**src/rtl/alu_secuencial.sv**
```systemverilog
// Clocked, parametrised ALU: captures operands on a start pulse and announces registered results
// with a one-cycle done pulse. Multiply/divide/modulo iterate over n cycles on a shared 2n-bit engine.
module alu_secuencial #(
  parameter int unsigned n = 4
) (
  input  logic         clk,
  input  logic         rst_n,
  input  logic         inicio,
  input  logic [n-1:0] entrada1,
  input  logic [n-1:0] entrada2,
  input  logic [3:0]   selector,
  output logic [n-1:0] resultado,
  output logic         carry,
  output logic         cero,
  output logic         negativo,
  output logic         desbordamiento,
  output logic         div_cero,
  output logic         listo,
  output logic         ocupado
);

  localparam logic [3:0] OpSuma  = 4'b0001;
  localparam logic [3:0] OpResta = 4'b0010;
  localparam logic [3:0] OpMul   = 4'b0011;
  localparam logic [3:0] OpDiv   = 4'b0100;
  localparam logic [3:0] OpMod   = 4'b0101;
  localparam logic [3:0] OpAnd   = 4'b0110;
  localparam logic [3:0] OpOr    = 4'b0111;
  localparam logic [3:0] OpXor   = 4'b1000;
  localparam logic [3:0] OpSll   = 4'b1001;
  localparam logic [3:0] OpSrl   = 4'b1010;

  localparam int unsigned      CntW    = (n > 2) ? $clog2(n) : 1;
  localparam logic [CntW-1:0]  CntInit = CntW'(n - 1);

  typedef enum logic [1:0] {StIdle, StCalc, StFin} state_e;

  state_e          state_q, state_d;
  logic [3:0]      op_q, op_d;
  logic [n-1:0]    b_q, b_d;
  logic [n-1:0]    hi_q, hi_d;
  logic [n-1:0]    lo_q, lo_d;
  logic [CntW-1:0] cnt_q, cnt_d;

  logic [n-1:0]    res_q, res_d;
  logic            carry_q, carry_d;
  logic            ovf_q, ovf_d;
  logic            dz_q, dz_d;
  logic            cero_q, neg_q;
  logic            wr_out;

  // Single-cycle datapath, evaluated straight from the inputs in the capture cycle.
  logic [n:0]      sum_ext, dif_ext;
  logic [n-1:0]    single_res;
  logic            single_c, single_v, single_dz;
  logic            is_iter;

  assign sum_ext = {1'b0, entrada1} + {1'b0, entrada2};
  assign dif_ext = {1'b0, entrada1} - {1'b0, entrada2};
  assign is_iter = (selector == OpMul) ||
                   (((selector == OpDiv) || (selector == OpMod)) && (entrada2 != '0));

  always_comb begin
    single_res = '0;
    single_c   = 1'b0;
    single_v   = 1'b0;
    single_dz  = 1'b0;
    case (selector)
      OpSuma: begin
        single_res = sum_ext[n-1:0];
        single_c   = sum_ext[n];
        single_v   = (entrada1[n-1] == entrada2[n-1]) && (sum_ext[n-1] != entrada1[n-1]);
      end
      OpResta: begin
        single_res = dif_ext[n-1:0];
        single_c   = dif_ext[n];
        single_v   = (entrada1[n-1] != entrada2[n-1]) && (dif_ext[n-1] != entrada1[n-1]);
      end
      // Div/mod only take this path when the divisor is zero.
      OpDiv: begin
        single_res = '1;
        single_dz  = 1'b1;
      end
      OpMod: begin
        single_res = entrada1;
        single_dz  = 1'b1;
      end
      OpAnd: single_res = entrada1 & entrada2;
      OpOr:  single_res = entrada1 | entrada2;
      OpXor: single_res = entrada1 ^ entrada2;
      // Shifting by n or more already yields zero at this width.
      OpSll: single_res = entrada1 << entrada2;
      OpSrl: single_res = entrada1 >> entrada2;
      default: ;
    endcase
  end

  // Iteration engine. Multiply: hi accumulates, lo holds the multiplier shifting out to the
  // right. Divide: hi is the partial remainder, lo the dividend shifting left into the quotient.
  logic [n:0]   mul_sum;
  logic [n-1:0] mul_hi, mul_lo;
  logic [n:0]   div_shift;
  logic         div_ge;
  logic [n-1:0] div_hi, div_lo;
  logic [n-1:0] step_hi, step_lo;

  assign mul_sum   = {1'b0, hi_q} + (lo_q[0] ? {1'b0, b_q} : '0);
  assign mul_hi    = mul_sum[n:1];
  assign mul_lo    = {mul_sum[0], lo_q[n-1:1]};

  assign div_shift = {hi_q, lo_q[n-1]};
  assign div_ge    = div_shift >= {1'b0, b_q};
  // Remainder after a successful subtract is below b_q, so n bits suffice.
  assign div_hi    = div_ge ? (div_shift[n-1:0] - b_q) : div_shift[n-1:0];
  assign div_lo    = {lo_q[n-2:0], div_ge};

  assign step_hi   = (op_q == OpMul) ? mul_hi : div_hi;
  assign step_lo   = (op_q == OpMul) ? mul_lo : div_lo;

  always_comb begin
    state_d = state_q;
    op_d    = op_q;
    b_d     = b_q;
    hi_d    = hi_q;
    lo_d    = lo_q;
    cnt_d   = cnt_q;
    wr_out  = 1'b0;
    res_d   = '0;
    carry_d = 1'b0;
    ovf_d   = 1'b0;
    dz_d    = 1'b0;
    unique case (state_q)
      StIdle: begin
        if (inicio) begin
          op_d  = selector;
          b_d   = entrada2;
          hi_d  = '0;
          lo_d  = entrada1;
          cnt_d = CntInit;
          if (is_iter) begin
            state_d = StCalc;
          end else begin
            state_d = StFin;
            wr_out  = 1'b1;
            res_d   = single_res;
            carry_d = single_c;
            ovf_d   = single_v;
            dz_d    = single_dz;
          end
        end
      end
      StCalc: begin
        hi_d  = step_hi;
        lo_d  = step_lo;
        cnt_d = cnt_q - CntW'(1);
        if (cnt_q == '0) begin
          state_d = StFin;
          wr_out  = 1'b1;
          res_d   = (op_q == OpMod) ? step_hi : step_lo;
          carry_d = (op_q == OpMul) && (step_hi != '0);
        end
      end
      StFin:   state_d = StIdle;
      default: state_d = StIdle;
    endcase
  end

  always_ff @(posedge clk or negedge rst_n) begin
    if (!rst_n) begin
      state_q <= StIdle;
      op_q    <= '0;
      b_q     <= '0;
      hi_q    <= '0;
      lo_q    <= '0;
      cnt_q   <= '0;
      res_q   <= '0;
      carry_q <= 1'b0;
      ovf_q   <= 1'b0;
      dz_q    <= 1'b0;
      cero_q  <= 1'b0;
      neg_q   <= 1'b0;
    end else begin
      state_q <= state_d;
      op_q    <= op_d;
      b_q     <= b_d;
      hi_q    <= hi_d;
      lo_q    <= lo_d;
      cnt_q   <= cnt_d;
      if (wr_out) begin
        res_q   <= res_d;
        carry_q <= carry_d;
        ovf_q   <= ovf_d;
        dz_q    <= dz_d;
        cero_q  <= (res_d == '0);
        neg_q   <= res_d[n-1];
      end
    end
  end

  assign resultado      = res_q;
  assign carry          = carry_q;
  assign cero           = cero_q;
  assign negativo       = neg_q;
  assign desbordamiento = ovf_q;
  assign div_cero       = dz_q;
  assign listo          = (state_q == StFin);
  assign ocupado        = (state_q == StCalc);

endmodule
```
**config.mk**
```make
export PLATFORM = sky130hd
export DESIGN_NAME = alu_secuencial
export DESIGN_NICKNAME = d
export VERILOG_FILES = /design/src/rtl/alu_secuencial.sv
export SDC_FILE = /design/constraint.sdc
export NUM_CORES = 1
export LEC_CHECK = 0
export BUFFER_PORTS_ARGS = -buffer_cell sky130_fd_sc_hd__buf_4
export CORE_MARGIN = 2
export CORE_UTILIZATION = 45
export DETAILED_ROUTE_END_ITERATION = 12
export MAX_ROUTING_LAYER = met4
export PLACE_DENSITY = 0.63
export SKIP_LAST_GASP = 1
export SLEW_MARGIN = 20
export SYNTH_ARGS = -nofsm -noshare
export SYNTH_HDL_FRONTEND = slang
export SYNTH_SLANG_ARGS = --single-unit
```
**constraint.sdc**
```tcl
create_clock -name clk -period 4.4 [get_ports clk]
set_clock_uncertainty 0.2 [all_clocks]
set_input_delay 0.22 -clock clk [delete_from_list [all_inputs] [get_ports clk]]
set_output_delay 0.22 -clock clk [all_outputs]
set_load 0.01 [all_outputs]
```
Word level (Yosys, flattened, before mapping)
Cells that the tools add are included.
W data, S select, Z words.
- muxes and demuxes: 37
- reductions and logical operators: 16
- eq/ne operators: 20
- bitwise logic cells: 3
- shift-type cells: 2
- magnitude comparators: 1
- add/subtract/negate cells: 5
- operator list (cell ; count):
    $mux W4 ; 10
    $pmux W4 S9 ; 1
    $pmux W4 S2 ; 3
    $eq A4 B3 Y1 const B ; 5
    $mux W1 ; 13
    $eq A4 B2 Y1 const B ; 3
    $eq A4 B4 Y1 const B ; 3
    $add A4 B4 Y5 ; 2
    $mux W2 ; 4
    $pmux W1 S2 ; 4
    $pmux W2 S2 ; 2
    $reduce_bool A4 Y1 ; 2
    $reduce_and A2 Y1 ; 3
    $ge A5 B4 Y1 ; 1
    $sub A4 B4 Y5 ; 1
    $and A4 B4 Y4 ; 1
    $eq A4 B1 Y1 const B ; 1
    $logic_and A1 B1 Y1 ; 4
    $logic_not A2 Y1 ; 2
    $logic_not A4 Y1 ; 1
    $or A4 B4 Y4 ; 1
    $shl A4 B4 Y4 ; 1
    $shr A4 B4 Y4 ; 1
    $sub A4 B4 Y4 ; 1
    11 further kinds ; 14
- logic and storage cells: 96
- flip-flop bits (word level): 29
- input port bits: 15

Logic depth before layout (Yosys ltp)
- word-level depth: 8
- mapped depth: 9
- gate-level depth less buffers: 9

Worst setup path after synthesis
Ideal clock, no wire load.
- path kind: flip-flop to flip-flop
- from: reg lo_q[3]
- to: reg hi_q[0]
- stages on the path, launching flop included: 8
- slack: 1.888 ns
- clock period less this slack: 2.512 ns
- library setup time: 0.122 ns
- arrival: 2.190 ns
- required time: 4.078 ns
- cells stage by stage: dfrtp_1 -> inv_1 -> ha_1 -> or2b_2 -> a2111oi_4 -> nor3_1 -> or3_2 -> a32o_1
- longest elaborated chain between the ends: 4
- elaborated cells on any way between the ends: 5
- those cells by class: add/sub: 1; order compare: 1; mux: 3
- ends and longest elaborated chain (item ; line ; RTL):
    start: declaration ; 42 ; logic [n-1:0] lo_q, lo_d;
    start signal: assignment ; 187 ; lo_q <= lo_d;
    $sub A4 B4 Y4 / $ge A5 B4 Y1 (equally long branches) ; 114, 112 ;
    $mux W4 (*) ; 114 ; assign div_hi = div_ge ? (div_shift[n-1:0] - b_q) : div_shift[n-1:0];
    $mux W4 (*) ; 117 ; assign step_hi = (op_q == OpMul) ? mul_hi : div_hi;
    $pmux W4 S2 (*) ; 132 ; unique case (state_q)
    end signal: assignment ; 186 ; hi_q <= hi_d;
    end: declaration ; 41 ; logic [n-1:0] hi_q, hi_d;
Every way passes the cells marked *; elsewhere a longest branch is shown, timed or not.
A chain may end at the register's enable or synchronous reset.

Final worst setup path
- from: reg lo_q[3]
- to: reg cero_q (netlist: cero)
- longest elaborated chain between the ends: 7
- elaborated cells on any way between the ends: 9
- those cells by class: add/sub: 1; order compare: 1; mux: 6; reduce/logical: 1
- ends and longest elaborated chain (item ; line ; RTL):
    $sub A4 B4 Y4 / $ge A5 B4 Y1 (equally long branches) ; 114, 112 ;
    $mux W4 ; 114 ;
    $mux W4 ; 117 ;
    $mux W4 (*) ; 159 ; res_d = (op_q == OpMod) ? step_hi : step_lo;
    $mux W4 (*) ; 156 ; if (cnt_q == '0) begin
    $pmux W4 S2 (*) ; 132 ;
    $logic_not A4 Y1 (*) ; 194 ; cero_q <= (res_d == '0);
    end signal: assignment ; 194 ;
    end: declaration ; 49 ; logic cero_q, neg_q;
Marks and branches as above.

==> summary.txt <==
Status
  – Result of the run: finished, final reports clean

Die
  – Placeable core region: 0.00596 mm^2
  – Die footprint: 0.00686 mm^2
  – Overall die width: 82.8 um
  – Starting Density: 47.0%
  – Rows: 28
  – Die extent in y: 82.8 um
  – # IOs: 26

Power
  – Part of the total power dissipated in combinational logic: 59.5%
  – Share of power burned in registers: 27.7%
  – Total power after layout: 1620 uW
  – P_sw: 718 uW
  – Net switching fraction of the power: 44.3%
  – Total power per unit cell area: 523 mW/mm^2
  – Internal power: 903 uW
  – Static leakage: 0.00137 uW
  – IR Drop Worst-Case VDD: 0.268 mV
  – Fraction of power consumed by the clock network: 12.9%

Critical path
  – Family with the most delay on the worst path: compound AO/OA/AOI/OAI gates
  – Critical Path Source Type: flip-flop
  – Data arrival time of the critical path: 2.69 ns
  – Crit path max-delay cell type: sky130_fd_sc_hd__dfrtp_1
  – Data required time at the worst endpoint: 4.39 ns
  – Worst path cell trace: inv_1 -> ha_1 -> or2b_2 -> a2111oi_4 -> a211oi_1 -> a211oi_1 -> o311ai_1 -> o41ai_2
  – R2r endpoint: cero$_DFFE_PN0P_
  – Origin of the critical flop-to-flop path: lo_q[3]$_DFFE_PN0P_
  – Setup Crit Path Kind: reg -> reg
  – CP peak stage delay: 0.41 ns
  – CP Capture Type: flip-flop
  – R2R cell count: 8
  – Crit-path most repeated cell: sky130_fd_sc_hd__a211oi_1
  – Critical Path Source: lo_q[3]$_DFFE_PN0P_
  – CP Max Fanout: 4
  – Setup slack on the worst flop-to-flop path: 1.69 ns
  – WP buf/inv: 1

Worst hold path
  – Tightest Hold Check Type: in -> reg
  – Hold path startpoint: entrada2[3]
  – Hold path endpoint: b_q[3]$_DFFE_PN0P_
  – Hold-critical path depth: 3

STA
  – Hold Violations, Final: 0
  – Fmax: 0.369 GHz
  – Final critical path time including I/O delays and setup: 2.71 ns
  – Count of endpoints failing setup in the final report: 0
  – Period Utilization, post-route: 61.5%
  – Max Slew Vio Count: 0
  – Slew headroom: 60.9%
  – Setup repair after global routing missed its margin: false
  – Accumulated negative setup slack: 0 ns
  – Transition time at the pin with the least slew margin: 0.578 ns

Logic synthesis
  – Sequential-to-total area share from yosys stat: 25.1%
  – Number of warnings issued by yosys: 0
  – Count of unique library cells instantiated by Yosys: 69
  – Async SR Flop Fraction: 100%
  – Post-Syn Area: 0.00280 mm^2
  – Most area-consuming cells after synthesis: sky130_fd_sc_hd__dfrtp_1 (25%), sky130_fd_sc_hd__ha_1 (9.4%), sky130_fd_sc_hd__inv_1 (3.6%), sky130_fd_sc_hd__nand2_1 (3.5%), sky130_fd_sc_hd__mux2_2 (3.2%)
  – Synthesized area divided by synthesized cell count: 8.63 um^2
  – Number of flip-flops and latches in the synthesized netlist: 28
  – Area share of the largest cell type after synthesis: 25.1%
  – Primary flip-flop cell chosen by synthesis mapping: sky130_fd_sc_hd__dfrtp_1
  – Synthesized net count: 364
  – Count of flip-flops with a built-in enable after synthesis: 0
  – Synth Instances: 324
  – Cell accounting for the most synthesized area: sky130_fd_sc_hd__dfrtp_1

GRT
  – Via count of the first global-routing pass: 2394
  – Global-route wire length before repair: 12400 um
  – Pin count of the biggest net entering global routing: 29
  – Antenna violations before repair: 0
  – Total overflow reported by the global router: 0
  – Overall fraction of global-route tracks in use: 22.5%

Place
  – Count of buffers inserted at the top-level ports: 25
  – Placer Congestion: 1.02
  – Detailed placement HPWL: 5590 um
  – Area of placed instances: 0.00302 mm^2

Clocking
  – Clock tree sinks: 28
  – CTS buffer count: 3
  – PostCTS Resize Cnt: 0
  – CTS root buf: sky130_fd_sc_hd__clkbuf_8
  – Clock network latency to the later pin of the worst-skew pair: 0.28 ns
  – CTS tree: yes
  – CTS clk-pin slew, worst paths: 0.10 ns
  – Clock Tree Buf Depth: 2
  – Maximum level of the CTS H-tree: 1

Layout
  – Layout cells sized above 1: 16.9%
  – Share of the core filled with cells in the final layout: 52.1%
  – Antenna diode count: 0
  – Layout Area Growth over Synthesis: 10.9%
  – Final Net Count: 379
  – Count of filler cells inserted in the layout: 588
  – Layout Cell Area excl Fill: 0.00310 mm^2

Route
  – Via/cell ratio: 6.15
  – Drc violations: 0
  – DRT antenna net count: 0
  – Detail-routed net length per standard cell: 17.9 um
  – DRT iter0 DRCs: 270
  – Routed wire length: 7400 um
  – Iteration count of the initial detailed-routing pass: 5
  – Total via count after detailed routing: 2540

Flow run
  – Number of max-capacitance violations reported: 0
metal layers:
metal  track usage [%]  vias to the layer above  share of wire (%)
li1                  -                     1225                  -
met1              34.8                     1206                 50
met2              31.8                      105                 43
met3              4.08                        4                6.9
met4              1.94                        0               0.57
met5                 -                        -                  0
cell families after synthesis:
logic type      count (synthesis)  share of synthesized area, %
compound gates                 96                          25.4
xor+xnor                        5                          1.57
fa+ha+maj                      25                          12.3
buf+inv                        47                          7.02
flops                          28                          25.1
mux                            16                          6.53
simple gates                  107                          22.1
cell usage after synthesis (all sizes together), types with 3 or more instances:
library cell and n:
dfrtp 28, inv 27, o31ai 4, ha 21, nor2 14, o211ai 3
mux2 8, a21oi 11, a221oi 3, or3 3, nand2 26, xor2 3
clkbuf 11, mux2i 7, a211oi 8, and2 7, nor3b 7, o41ai 4
a311oi 3, buf 9, a22oi 5, o22ai 3, nor3 5, nand3b 7
fa 4, nand2b 4, o21ai 19, a31oi 5, a21o 7, nor2b 9
nand3 7
per-stage QoR:
stage | cells | hold WS [ns] | setup WS (ns)
after floorplan | 324 | -0.276 | 1.89
after CTS | 413 | 0.0410 | 1.68
after global routing | 413 | 0.0681 | 1.55
after detailed placement | 408 | -0.0304 | 1.62
after global placement | 408 | -0.0332 | 1.65
final | 413 | 0.0477 | 1.69
cell usage in the layout (no fill, tap or decap), types with 3 or more instances in the layout:
cell                       count
sky130_fd_sc_hd__buf_4        29
sky130_fd_sc_hd__dfrtp_1      28
sky130_fd_sc_hd__inv_1        27
sky130_fd_sc_hd__nand2_1      26
sky130_fd_sc_hd__ha_1         21
sky130_fd_sc_hd__o21ai_0      17
sky130_fd_sc_hd__nor2_1       14
sky130_fd_sc_hd__a21oi_1      11
sky130_fd_sc_hd__nor2b_1       9
sky130_fd_sc_hd__a211oi_1      8
sky130_fd_sc_hd__mux2_2        8
sky130_fd_sc_hd__nor3b_1       7
sky130_fd_sc_hd__nand3b_1      7
sky130_fd_sc_hd__mux2i_1       7
sky130_fd_sc_hd__nand3_1       7
sky130_fd_sc_hd__a21o_1        7
sky130_fd_sc_hd__and2_1        6
sky130_fd_sc_hd__nor3_1        5
sky130_fd_sc_hd__a31oi_1       5
sky130_fd_sc_hd__a22oi_1       5
sky130_fd_sc_hd__nand2b_1      4
sky130_fd_sc_hd__o31ai_1       4
sky130_fd_sc_hd__fa_1          4
sky130_fd_sc_hd__a311oi_1      3
sky130_fd_sc_hd__o211ai_1      3
sky130_fd_sc_hd__a221oi_1      3
sky130_fd_sc_hd__xor2_1        3
sky130_fd_sc_hd__o41ai_1       3
sky130_fd_sc_hd__or3_2         3
sky130_fd_sc_hd__o22ai_1       3
sky130_fd_sc_hd__clkbuf_8      3
what timing repair did:
item	CTS	global route
setup endpoints to repair	0	0
endpoints found under the hold margin	28	0
setup buffers	0	0
hold buffers	1	0
power groups by stage:
stage          registers, uW  logic [uW]  clock network, uW
6_report                 448         964                209
5_1_grt                  462        1080                224
4_1_cts                  446         956                214
3_5_place_dp             452         946                  0
3_3_place_gp             452         944                  0
2_1_floorplan            426         719                  0
layout make-up:
class | instances | area [um^2] | share of cell area [%]
Multi-Input combinational cell | 249 | 1910 | 61.5
Tap cell | 75 | 93.8 | 3.03
Inverter | 27 | 101 | 3.27
Clock buffer | 3 | 41.3 | 1.33
Timing Repair Buffer | 30 | 228 | 7.34
Clock inverter | 1 | 30.0 | 0.969
Sequential cell | 28 | 701 | 22.6
worst min-delay path, delay by kind of cell:
kind	cells	cell delay, ns
AO/OA/AOI/OAI	1	0.07
AND/OR/NAND/NOR	1	0.07
buffers and inverters	1	0.13
flip-flops by register name (all words and copies together) (netlist names):
register	cells
div_cero	1
cnt_q	2
state_q	2
lo_q	4
hi_q	4
carry	1
cero	1
b_q	4
resultado	4
op_q	4
desbordamiento	1
how the worst max path moves through the flow:
stage / cells past startpoint / endpoint
after floorplan: 7 / hi_q[0]$_DFFE_PN0P_
after global placement: 10 / cero$_DFFE_PN0P_
after detailed placement: 9 / cero$_DFFE_PN0P_
after CTS: 8 / cero$_DFFE_PN0P_
after global routing: 8 / cero$_DFFE_PN0P_
final: 8 / cero$_DFFE_PN0P_
No activity file was read; power rests on OpenSTA's default activity.
